===== src/rtl/gnr_attractor_ctrl.sv =====
// Sequencer and Floyd cycle detector for one Boolean GRN instance.
// Steps the node array per initial state and reports attractor records.
module gnr_attractor_ctrl #(
  parameter int N_NODES   = 8,
  parameter int CNT_W     = 16,
  parameter int MAX_STEPS = 1000
) (
  input  logic               clk,
  input  logic               rst,
  input  logic               start,
  input  logic [N_NODES-1:0] first_init,
  input  logic [CNT_W-1:0]   num_inits,
  input  logic [N_NODES-1:0] s0_vec,
  input  logic [N_NODES-1:0] s1_vec,
  output logic               reset_nos,
  output logic [N_NODES-1:0] init_vec,
  output logic               start_s0,
  output logic               start_s1,
  output logic               busy,
  output logic               res_valid,
  input  logic               res_ready,
  output logic [N_NODES-1:0] res_init,
  output logic [N_NODES-1:0] res_state,
  output logic [CNT_W-1:0]   res_steps,
  output logic [CNT_W-1:0]   res_period,
  output logic               res_timeout,
  output logic               done
);

  localparam logic [2:0] IDLE  = 3'd0;
  localparam logic [2:0] LOAD  = 3'd1;
  localparam logic [2:0] STEP  = 3'd2;
  localparam logic [2:0] CMP   = 3'd3;
  localparam logic [2:0] PSTEP = 3'd4;
  localparam logic [2:0] PCMP  = 3'd5;
  localparam logic [2:0] OUT   = 3'd6;

  localparam logic [CNT_W-1:0] MAX_C = CNT_W'(MAX_STEPS);
  localparam logic [CNT_W-1:0] ONE_C = CNT_W'(1);

  logic [2:0]         state_q, state_d;
  logic [N_NODES-1:0] cur_q, cur_d;
  logic [CNT_W-1:0]   rem_q, rem_d;
  logic [CNT_W-1:0]   step_cnt_q, step_cnt_d;
  logic [CNT_W-1:0]   period_q, period_d;
  logic [N_NODES-1:0] res_state_q, res_state_d;
  logic [CNT_W-1:0]   res_steps_q, res_steps_d;
  logic [CNT_W-1:0]   res_period_q, res_period_d;
  logic               res_timeout_q, res_timeout_d;
  logic               done_q, done_d;

  // Node controls and status decoded from the state register only
  always_comb begin
    reset_nos   = (state_q == LOAD);
    init_vec    = (state_q == LOAD) ? cur_q : '0;
    start_s0    = (state_q == STEP);
    start_s1    = (state_q == STEP) || (state_q == PSTEP);
    busy        = (state_q != IDLE);
    res_valid   = (state_q == OUT);
    res_init    = cur_q;
    res_state   = res_state_q;
    res_steps   = res_steps_q;
    res_period  = res_period_q;
    res_timeout = res_timeout_q;
    done        = done_q;
  end

  // Next-state logic: batch sequencing, Floyd meet search, period count
  always_comb begin
    state_d       = state_q;
    cur_d         = cur_q;
    rem_d         = rem_q;
    step_cnt_d    = step_cnt_q;
    period_d      = period_q;
    res_state_d   = res_state_q;
    res_steps_d   = res_steps_q;
    res_period_d  = res_period_q;
    res_timeout_d = res_timeout_q;
    done_d        = 1'b0;
    case (state_q)
      IDLE: begin
        if (start) begin
          cur_d   = first_init;
          rem_d   = (num_inits == '0) ? ONE_C : num_inits;
          state_d = LOAD;
        end
      end
      LOAD: begin
        step_cnt_d    = '0;
        period_d      = '0;
        res_timeout_d = 1'b0;
        state_d       = STEP;
      end
      STEP: begin
        step_cnt_d = step_cnt_q + ONE_C;
        state_d    = CMP;
      end
      CMP: begin
        if (!step_cnt_q[0] && (s0_vec == s1_vec)) begin
          res_state_d = s0_vec;
          res_steps_d = step_cnt_q;
          period_d    = '0;
          state_d     = PSTEP;
        end else if (step_cnt_q == MAX_C) begin
          res_timeout_d = 1'b1;
          res_steps_d   = step_cnt_q;
          state_d       = OUT;
        end else begin
          state_d = STEP;
        end
      end
      PSTEP: begin
        period_d = period_q + ONE_C;
        state_d  = PCMP;
      end
      PCMP: begin
        if (s1_vec == res_state_q) begin
          res_period_d = period_q;
          state_d      = OUT;
        end else if (period_q == MAX_C) begin
          res_timeout_d = 1'b1;
          res_period_d  = period_q;
          state_d       = OUT;
        end else begin
          state_d = PSTEP;
        end
      end
      OUT: begin
        if (res_ready) begin
          if (rem_q == ONE_C) begin
            done_d  = 1'b1;
            state_d = IDLE;
          end else begin
            rem_d   = rem_q - ONE_C;
            cur_d   = cur_q + 1'b1;
            state_d = LOAD;
          end
        end
      end
      default: state_d = IDLE;
    endcase
  end

  // State and result registers; reset abandons any run in flight
  always_ff @(posedge clk) begin
    if (rst) begin
      state_q       <= IDLE;
      cur_q         <= '0;
      rem_q         <= '0;
      step_cnt_q    <= '0;
      period_q      <= '0;
      res_state_q   <= '0;
      res_steps_q   <= '0;
      res_period_q  <= '0;
      res_timeout_q <= 1'b0;
      done_q        <= 1'b0;
    end else begin
      state_q       <= state_d;
      cur_q         <= cur_d;
      rem_q         <= rem_d;
      step_cnt_q    <= step_cnt_d;
      period_q      <= period_d;
      res_state_q   <= res_state_d;
      res_steps_q   <= res_steps_d;
      res_period_q  <= res_period_d;
      res_timeout_q <= res_timeout_d;
      done_q        <= done_d;
    end
  end

endmodule


===== config.mk =====
export PLATFORM = sky130hd
export DESIGN_NAME = gnr_attractor_ctrl
export DESIGN_NICKNAME = d
export VERILOG_FILES = /design/src/rtl/gnr_attractor_ctrl.sv
export SDC_FILE = /design/constraint.sdc
export NUM_CORES = 1
export LEC_CHECK = 0
export ABC_AREA = 1
export CORE_MARGIN = 4
export CORE_UTILIZATION = 57
export DETAILED_ROUTE_END_ITERATION = 10
export HOLD_SLACK_MARGIN = 0.05
export PLACE_DENSITY = 0.87
export SETUP_SLACK_MARGIN = 0.2
export SYNTH_ARGS = -nofsm -noshare
export SYNTH_HDL_FRONTEND = slang
export SYNTH_SLANG_ARGS = --single-unit

===== constraint.sdc =====
create_clock -name clk -period 4.4 [get_ports clk]
set_input_delay 1.1 -clock clk [delete_from_list [all_inputs] [get_ports clk]]
set_output_delay 1.1 -clock clk [all_outputs]
set_load 0.02 [all_outputs]

Word level (Yosys, flattened, before mapping):

Cells that the tools add are included.
W data, S select, Z words.

* flip-flop bits (word level): 101
* input port bits: 44

* add/sub/neg operators: 4
* eq/ne operators: 19
* mux-type cells: 31
* bitwise gates (word level): 2
* reductions and logical operators: 20

Operators with widths (number)
* $mux W16: 9
* $pmux W16 S2: 2
* $pmux W16 S3: 1
* $add A16 B1 Y16 const B: 2
* $eq A16 B10 Y1 const B: 2
* $mux W8: 4
* $pmux W3 S7: 1
* $eq A16 B1 Y1 const B: 1
* $eq A8 B8 Y1: 2
* $logic_not A16 Y1: 1
* $pmux W8 S2: 1
* $sub A16 B1 Y16 const B: 1
* $ne A2 B2 Y1 const B: 7
* $mux W3: 4
* $reduce_and A2 Y1: 5
* $eq A3 B3 Y1 const B: 3
* $reduce_bool A3 Y1: 3
* $add A8 B1 Y8 const B: 1
* $reduce_bool A2 Y1: 4
* $eq A3 B2 Y1 const B: 2
* $mux W1: 6
* $reduce_and A5 Y1: 1
* $mux W2: 2
* $reduce_and A4 Y1: 1
* 9 further kinds: 10

Longest topological paths before layout:

Gate-level depths: netlist of run 1.

* depth in word-level cells: 4
* gate-level depth with buffers: 12
* mapped depth without buffers: 11

Worst setup path after synthesis of run 1:

No wires, ideal clock.

* path kind: register -> output
* from: register state_q[0]
* to: output port init_vec[0]
* arrival: 1.544 ns
* setup slack: 1.756 ns
* cell stages (with the launch flop): 6
* path buffers: 1
* path through: dfxtp_1 -> nand2_1 -> nor2_1 -> inv_2 -> buf_1 -> nor2_1

* word-level cells in the longest chain between the ends: 2

Ends and longest elaborated chain
* start, declared: RTL line 41 `logic [2:0] state_q, state_d;`
* start signal, assigned: RTL line 158 `state_q <= state_d;`
* $eq A3 B1 Y1
* named net reset_nos: RTL line 15 `output logic reset_nos,`
* $mux W8: RTL line 55 `init_vec = (state_q == LOAD) ? cur_q : '0;`
* end, declared: RTL line 16 `output logic [N_NODES-1:0] init_vec,`

The timed path passes the listed nets, and every way through them passes these cells.

Final worst setup path of run 1:

* from: register state_q[0]
* to: output port init_vec[0]

* word-level cells in the longest chain between the ends: 2

Ends and longest elaborated chain (RTL line)
* $eq A3 B1 Y1: 55
* $mux W8: 55

Every way passes these cells.

==> metrics, run 1 <==
Synth Net Count 905; R2R depth 8; Cell Area, Placed 6620 µm²; reg-to-reg endpoint rem_q[9]; critical path, cell by cell nand2_1 -> nor2_1 -> inv_2 -> nor2_1 -> clkdlybuf4s50_1; Antenna Cells 0; CTS resizes 0; RSZ-0062 raised after global routing false; Layout Nets 993; grt ovf 0; ys async rst share 0; post-synth top area cell dfxtp_1; chip height 107 µm; Pleak 0.00272 µW; top cell family by delay on the critical path buffers and inverters; Yosys warning count 0; Pwr per Cell Area 294 nW/µm²; Max Cap Viol 0; area growth from synthesis to layout 22.8%; CTS Buf Count 9; Mapped Avg Cell Area 6.48 µm²; Post-synth EDFFs 0; flop-to-flop setup slack 1.86 ns; Synth Register Bits 101; 1st-pass router iterations 6; TritonCTS clock tree built; Max H-tree Level 3; Worst-Margin Slew 0.941 ns; CP max stage cell clkdlybuf4s50_1; Starting DRT DRC Count 491; share of post-route cells with drive strength above 1 0.0528; top cell type's share of synthesized area 0.365; Seq/Total Area, Yosys 0.365; status finished, final reports clean; TNS Setup 0 ns; initial antenna violation count 0; Worst-path clk slew 0.10 ns; Starting Density 0.593; WHS Path Cells 2; CP max FO 19; CP startpoint kind flip-flop; Min-Delay Path Class flip-flop to flip-flop; DP HPWL 10900 µm; Max rail drop VDD 0.000194 V; Peak Freq 291 MHz; CTS Hold Bufs 0; Total GRT Usage 0.266; drt via density 5.61; final clock period utilization by the worst path 0.781; Vias 6032; required time worst endpoint 3.30 ns; top_reg_cell synth dfxtp_1; DRC violations left 0; Final Max Slew Viols 0; WHS Endpoint res_timeout; largest stage delay on the critical path 0.66 ns; Hold Violations, Final 0; Area contributors post-synth dfxtp_1 37%, nand2_1 11%, nor2_1 10%; CP Class flip-flop to output pin; Worst Path Arrival 2.34 ns; largest net degree at the start of global routing 41; hold_sp res_timeout; first-pass GRT wire length 25200 µm; reg2reg start state_q[2]; post-synthesis cell count 854; drt wl/cell 14.1 µm; mapped cell area 5530 µm²; final instance area 6800 µm²; Slew headroom 0.372; Core Util, Final 0.729; number of global-route vias before repair 5602; # IOs 107; worst path buffer plus inverter count 2; clock sinks 101; final setup fails 0; die span in x 107 µm; Netlist cell types 40; Post-DRT Antenna Nets 0; Die Footprint 11300 µm²; Max Root-Sink Buffers 2; root buf cell clkbuf_8; Site Rows 35; total wire length 15200 µm; CP Capture Type output pin; Core Footprint 9330 µm²; WHS 0.461 ns; Crit path top cell by count nor2_1; IO buf count 106; latest clock arrival within the worst-skew pair 0.39 ns; Setup Buffers After CTS 0; clock skew 0.0124 ns; GPL Wtd Cong 0.921; fin crit period 3.44 ns
-- cells in the final DEF (no fill, tap or decap), types with 2 or more instances in the layout --
| cell type | instances |
|---|---|
| nor3b_1 | 2 |
| o21ai_1 | 18 |
| nor2_1 | 153 |
| inv_2 | 6 |
| nand3b_1 | 2 |
| o21ai_0 | 58 |
| nor3_1 | 12 |
| a21oi_1 | 67 |
| xnor2_1 | 7 |
| nand2_2 | 2 |
| nor2_4 | 2 |
| nor2_2 | 11 |
| clkbuf_8 | 9 |
| nor4_1 | 2 |
| xor2_1 | 4 |
| or2_2 | 3 |
| buf_4 | 5 |
| o31ai_1 | 2 |
| inv_1 | 82 |
| clkdlybuf4s50_1 | 106 |
| nand2_1 | 169 |
| a211oi_1 | 6 |
| dfxtp_1 | 101 |
| a31oi_1 | 4 |
| a22oi_1 | 3 |
| ha_1 | 7 |
| nand3_1 | 68 |
| nand4_1 | 19 |
| inv_6 | 4 |
-- state kept, by name (all words and copies together), names as in the netlist --
register / cells
res_timeout: 1
res_state: 8
res_steps: 16
state_q: 3
period_q: 16
res_init: 8
step_cnt_q: 16
done: 1
rem_q: 16
res_period: 16
-- synth_stat cells, drive strengths merged, types with 2 or more instances --
library cell	number
nand2	171
nor2	166
dfxtp	101
inv	88
o21ai	77
nand3	68
a21oi	67
nand4	20
clkbuf	18
buf	16
nor3	13
ha	7
xnor2	7
a211oi	6
a31oi	4
xor2	4
a22oi	3
nand3b	3
or2	3
nor3b	2
nor4	2
o31ai	2
-- cell families after synthesis --
group / share of synthesized area
and+or+nand+nor: 0.353
AOI/OAI and AO/OA: 0.155
buffers and inverters: 0.0916
DFF: 0.365
xor gates and xnor gates: 0.0174
adders and majority gates: 0.0158
muxes: 0.00181
-- layer usage --
metal / global-route usage / routed length (µm)
met1: 0.323 / 6360
met2: 0.477 / 7570
met3: 0.0455 / 983
met4: 0.0868 / 284
met5: 0 / 0
-- layout make-up --
cell class,count,area [µm²]
Inverter,88,330
Clock inverter,7,56.3
Clock buffer,9,124
Fill cell,800,2530
Sequential cell,101,2020
Tap cell,129,161
Multi-Input combinational cell,631,3010
Timing Repair Buffer,111,1100
-- worst reg2reg max path, stage by stage, from the launching register on --
cell,delay (ns)
dfxtp_1,0.49
nand2_2,0.12
nor2_4,0.09
buf_4,0.31
inv_2,0.30
nand2_1,0.19
nand3b_2,0.43
o21ai_0,0.40
a21oi_1,0.10
-- stage by stage --
step / worst slack, ns / power [µW] / std cells
after floorplan: 1.76 / 1290 / 854
after global placement: 1.35 / 1420 / 1060
after detailed placement: 1.20 / 1440 / 1060
after CTS: 1.07 / 1990 / 1076
after global routing: 0.933 / 2090 / 1076
final: 0.965 / 2000 / 1076
-- report_power, final --
part	leakage, µW	switching (µW)	internal, µW
clock	0.0000910	356	214
sequential	0.000819	43.7	950
combinational	0.00181	271	163
-- how the worst max path moves through the flow --
stage / start / endpoint / slack [ns] / depth (start not counted)
after floorplan: state_q[0] / init_vec[0] / 1.76 / 5
after global placement: s1_vec[7] / res_period[14] / 1.35 / 10
after detailed placement: s1_vec[7] / res_period[13] / 1.20 / 10
after CTS: state_q[0] / init_vec[0] / 1.07 / 5
after global routing: state_q[2] / start_s0 / 0.93 / 4
final: state_q[0] / init_vec[0] / 0.96 / 5
No activity file was read; power rests on OpenSTA's default activity.
==> run 2, diff against run 1 <==
CORE_UTILIZATION = 47   (was 57)
PLACE_DENSITY = 0.76   (was 0.87)
clock period = 2.9 ns   (was 4.4 ns; I/O delays follow)
==> run 2 against run 1 <==
Net effect: die area grew 20%; non-clock buffer count grew 10; clock power grew 130%; combinational power grew 52%; total power grew 74%; routed wire length shrank 1.8%; first-iteration DRC count shrank 13%; clock-buffer cell count grew 1; largest cell class unchanged.
==> metrics, run 2 (synthesis results as in run 1) <==
Hold Violations, Final 0; DP HPWL 10800 µm; Max H-tree Level 3; CP startpoint kind flip-flop; most common cell after layout, fill and taps aside nand2_1; clock sinks 101; initial antenna violation count 0; total wire length 14900 µm; Starting Density 0.483; Sw Pwr 1020 µW; CTS Buf Count 9; chip height 117 µm; area of the multi-input gates 3010 µm²; Worst Path Arrival 1.77 ns; RSZ-0062 raised after global routing true; pre-CTS WS 0.228 ns; drt wl/cell 13.6 µm; final setup fails 0; IO buf count 106; Cell Area, Placed 6710 µm²; # IOs 107; Max Root-Sink Buffers 2; share of post-route cells with drive strength above 1 0.0648; latest clock arrival within the worst-skew pair 0.35 ns; Min-Delay Path Class flip-flop to flip-flop; worst setup margin 0.400 ns; Die Footprint 13600 µm²; root buf cell clkbuf_16; Comb power frac 0.190; drt via density 5.17; area occupied by registers 2020 µm²; Post-DRT Antenna Nets 0; Flop pwr share 0.434; first-pass GRT wire length 25100 µm; fin crit period 2.50 ns; Total GRT Usage 0.228; Worst-Margin Slew 0.787 ns; die span in x 117 µm; Vias 5688; Pleak 0.00288 µW; Peak Freq 400 MHz; Max Cap Viol 0; CP max FO 19; DRC violations left 0; GPL Wtd Cong 0.905; required time worst endpoint 2.17 ns; CP Capture Type output pin; Worst-path clk slew 0.07 ns; TritonCTS clock tree built; grt ovf 0; Starting DRT DRC Count 425; clock skew 0.00836 ns; most frequent cells in the layout 168 x nand2_1, 153 x nor2_1, 99 x dfxtp_1; WHS 0.480 ns; largest net degree at the start of global routing 32; clock power share 0.377; TNS Setup 0 ns; Max rail drop VDD 0.000294 V; CP Class flip-flop to output pin; Antenna Cells 0; Pwr per Cell Area 495 nW/µm²; fill count 1098; Setup Buffers After CTS 0; status finished, final reports clean; 1st-pass router iterations 5; Site Rows 39; Slew headroom 0.476; number of global-route vias before repair 5405; final clock period utilization by the worst path 0.862; Layout Nets 1003; Core Footprint 11500 µm²; area growth from synthesis to layout 27.0%; Internal Power 2460 µW; Final Max Slew Viols 0; sw frac 0.293; final instance area 7030 µm²
-- run 2: cell types whose count changed in the layout (fill, tap and decap cells not counted), sizes merged, moves of 2 or more --
cell | previous run | this run
inv | 92 | 90
buf | 5 | 15
clkdlybuf4s50 | 106 | 97
bufinv | 0 | 2
clkinv | 2 | 0
dlygate4sd2 | 0 | 8
-- run 2: worst paths after layout --
check,cells after the start,slack [ns],start,end
setup / recovery,6,0.40,state_q[1],init_vec[0]
hold / removal,2,0.48,res_period[9],res_period[9]
setup reg to reg,9,0.96,period_q[0],res_period[0]
hold reg to reg,2,0.48,res_period[9],res_period[9]
-- run 2: metal layers --
layer  part of all wire  track usage  up-vias
met3              0.062       0.0409       16
met4              0.016       0.0727        0
met5                  0            0        -
met1               0.45        0.291     2538
met2               0.47        0.389      149
li1                   -            -     2985
-- run 2: what timing repair did --
action / CTS / global route
gates resized for setup: 9 / 3
hold buffers: 0 / 0
setup endpoints to repair: 8 / 2
-- run 2: power groups by stage --
stage | clock network (µW) | logic, µW | registers (µW)
6_report | 1310 | 661 | 1510
3_5_place_dp | 0 | 657 | 1540
5_1_grt | 1390 | 735 | 1520
4_1_cts | 1330 | 658 | 1510
2_1_floorplan | 0 | 414 | 1540
3_3_place_gp | 0 | 651 | 1540
-- run 2: layout make-up --
class                           instances  area share
Multi-Input combinational cell        631       0.428
Sequential cell                       101       0.288
Timing Repair Buffer                  121       0.166
Inverter                               88      0.0470
Clock buffer                           10      0.0326
Tap cell                              143      0.0255
Clock inverter                          6      0.0132
-- run 2: per-stage QoR --
step	power, µW	utilization	instances
global route	3640	0.613	1100
global placement	2190	0.585	1084
detailed placement	2190	0.585	1084
finish	3480	0.613	1100
CTS	3500	0.612	1100
floorplan	1960	-	854
-- run 2: worst max-delay path, stage by stage (launching register included) --
cell and delay, ns:
dfxtp_1 0.34, inv_1 0.15, nand2_1 0.09, nor2_1 0.15
inv_2 0.19, nor2_1 0.12, dlygate4sd2_1 0.40
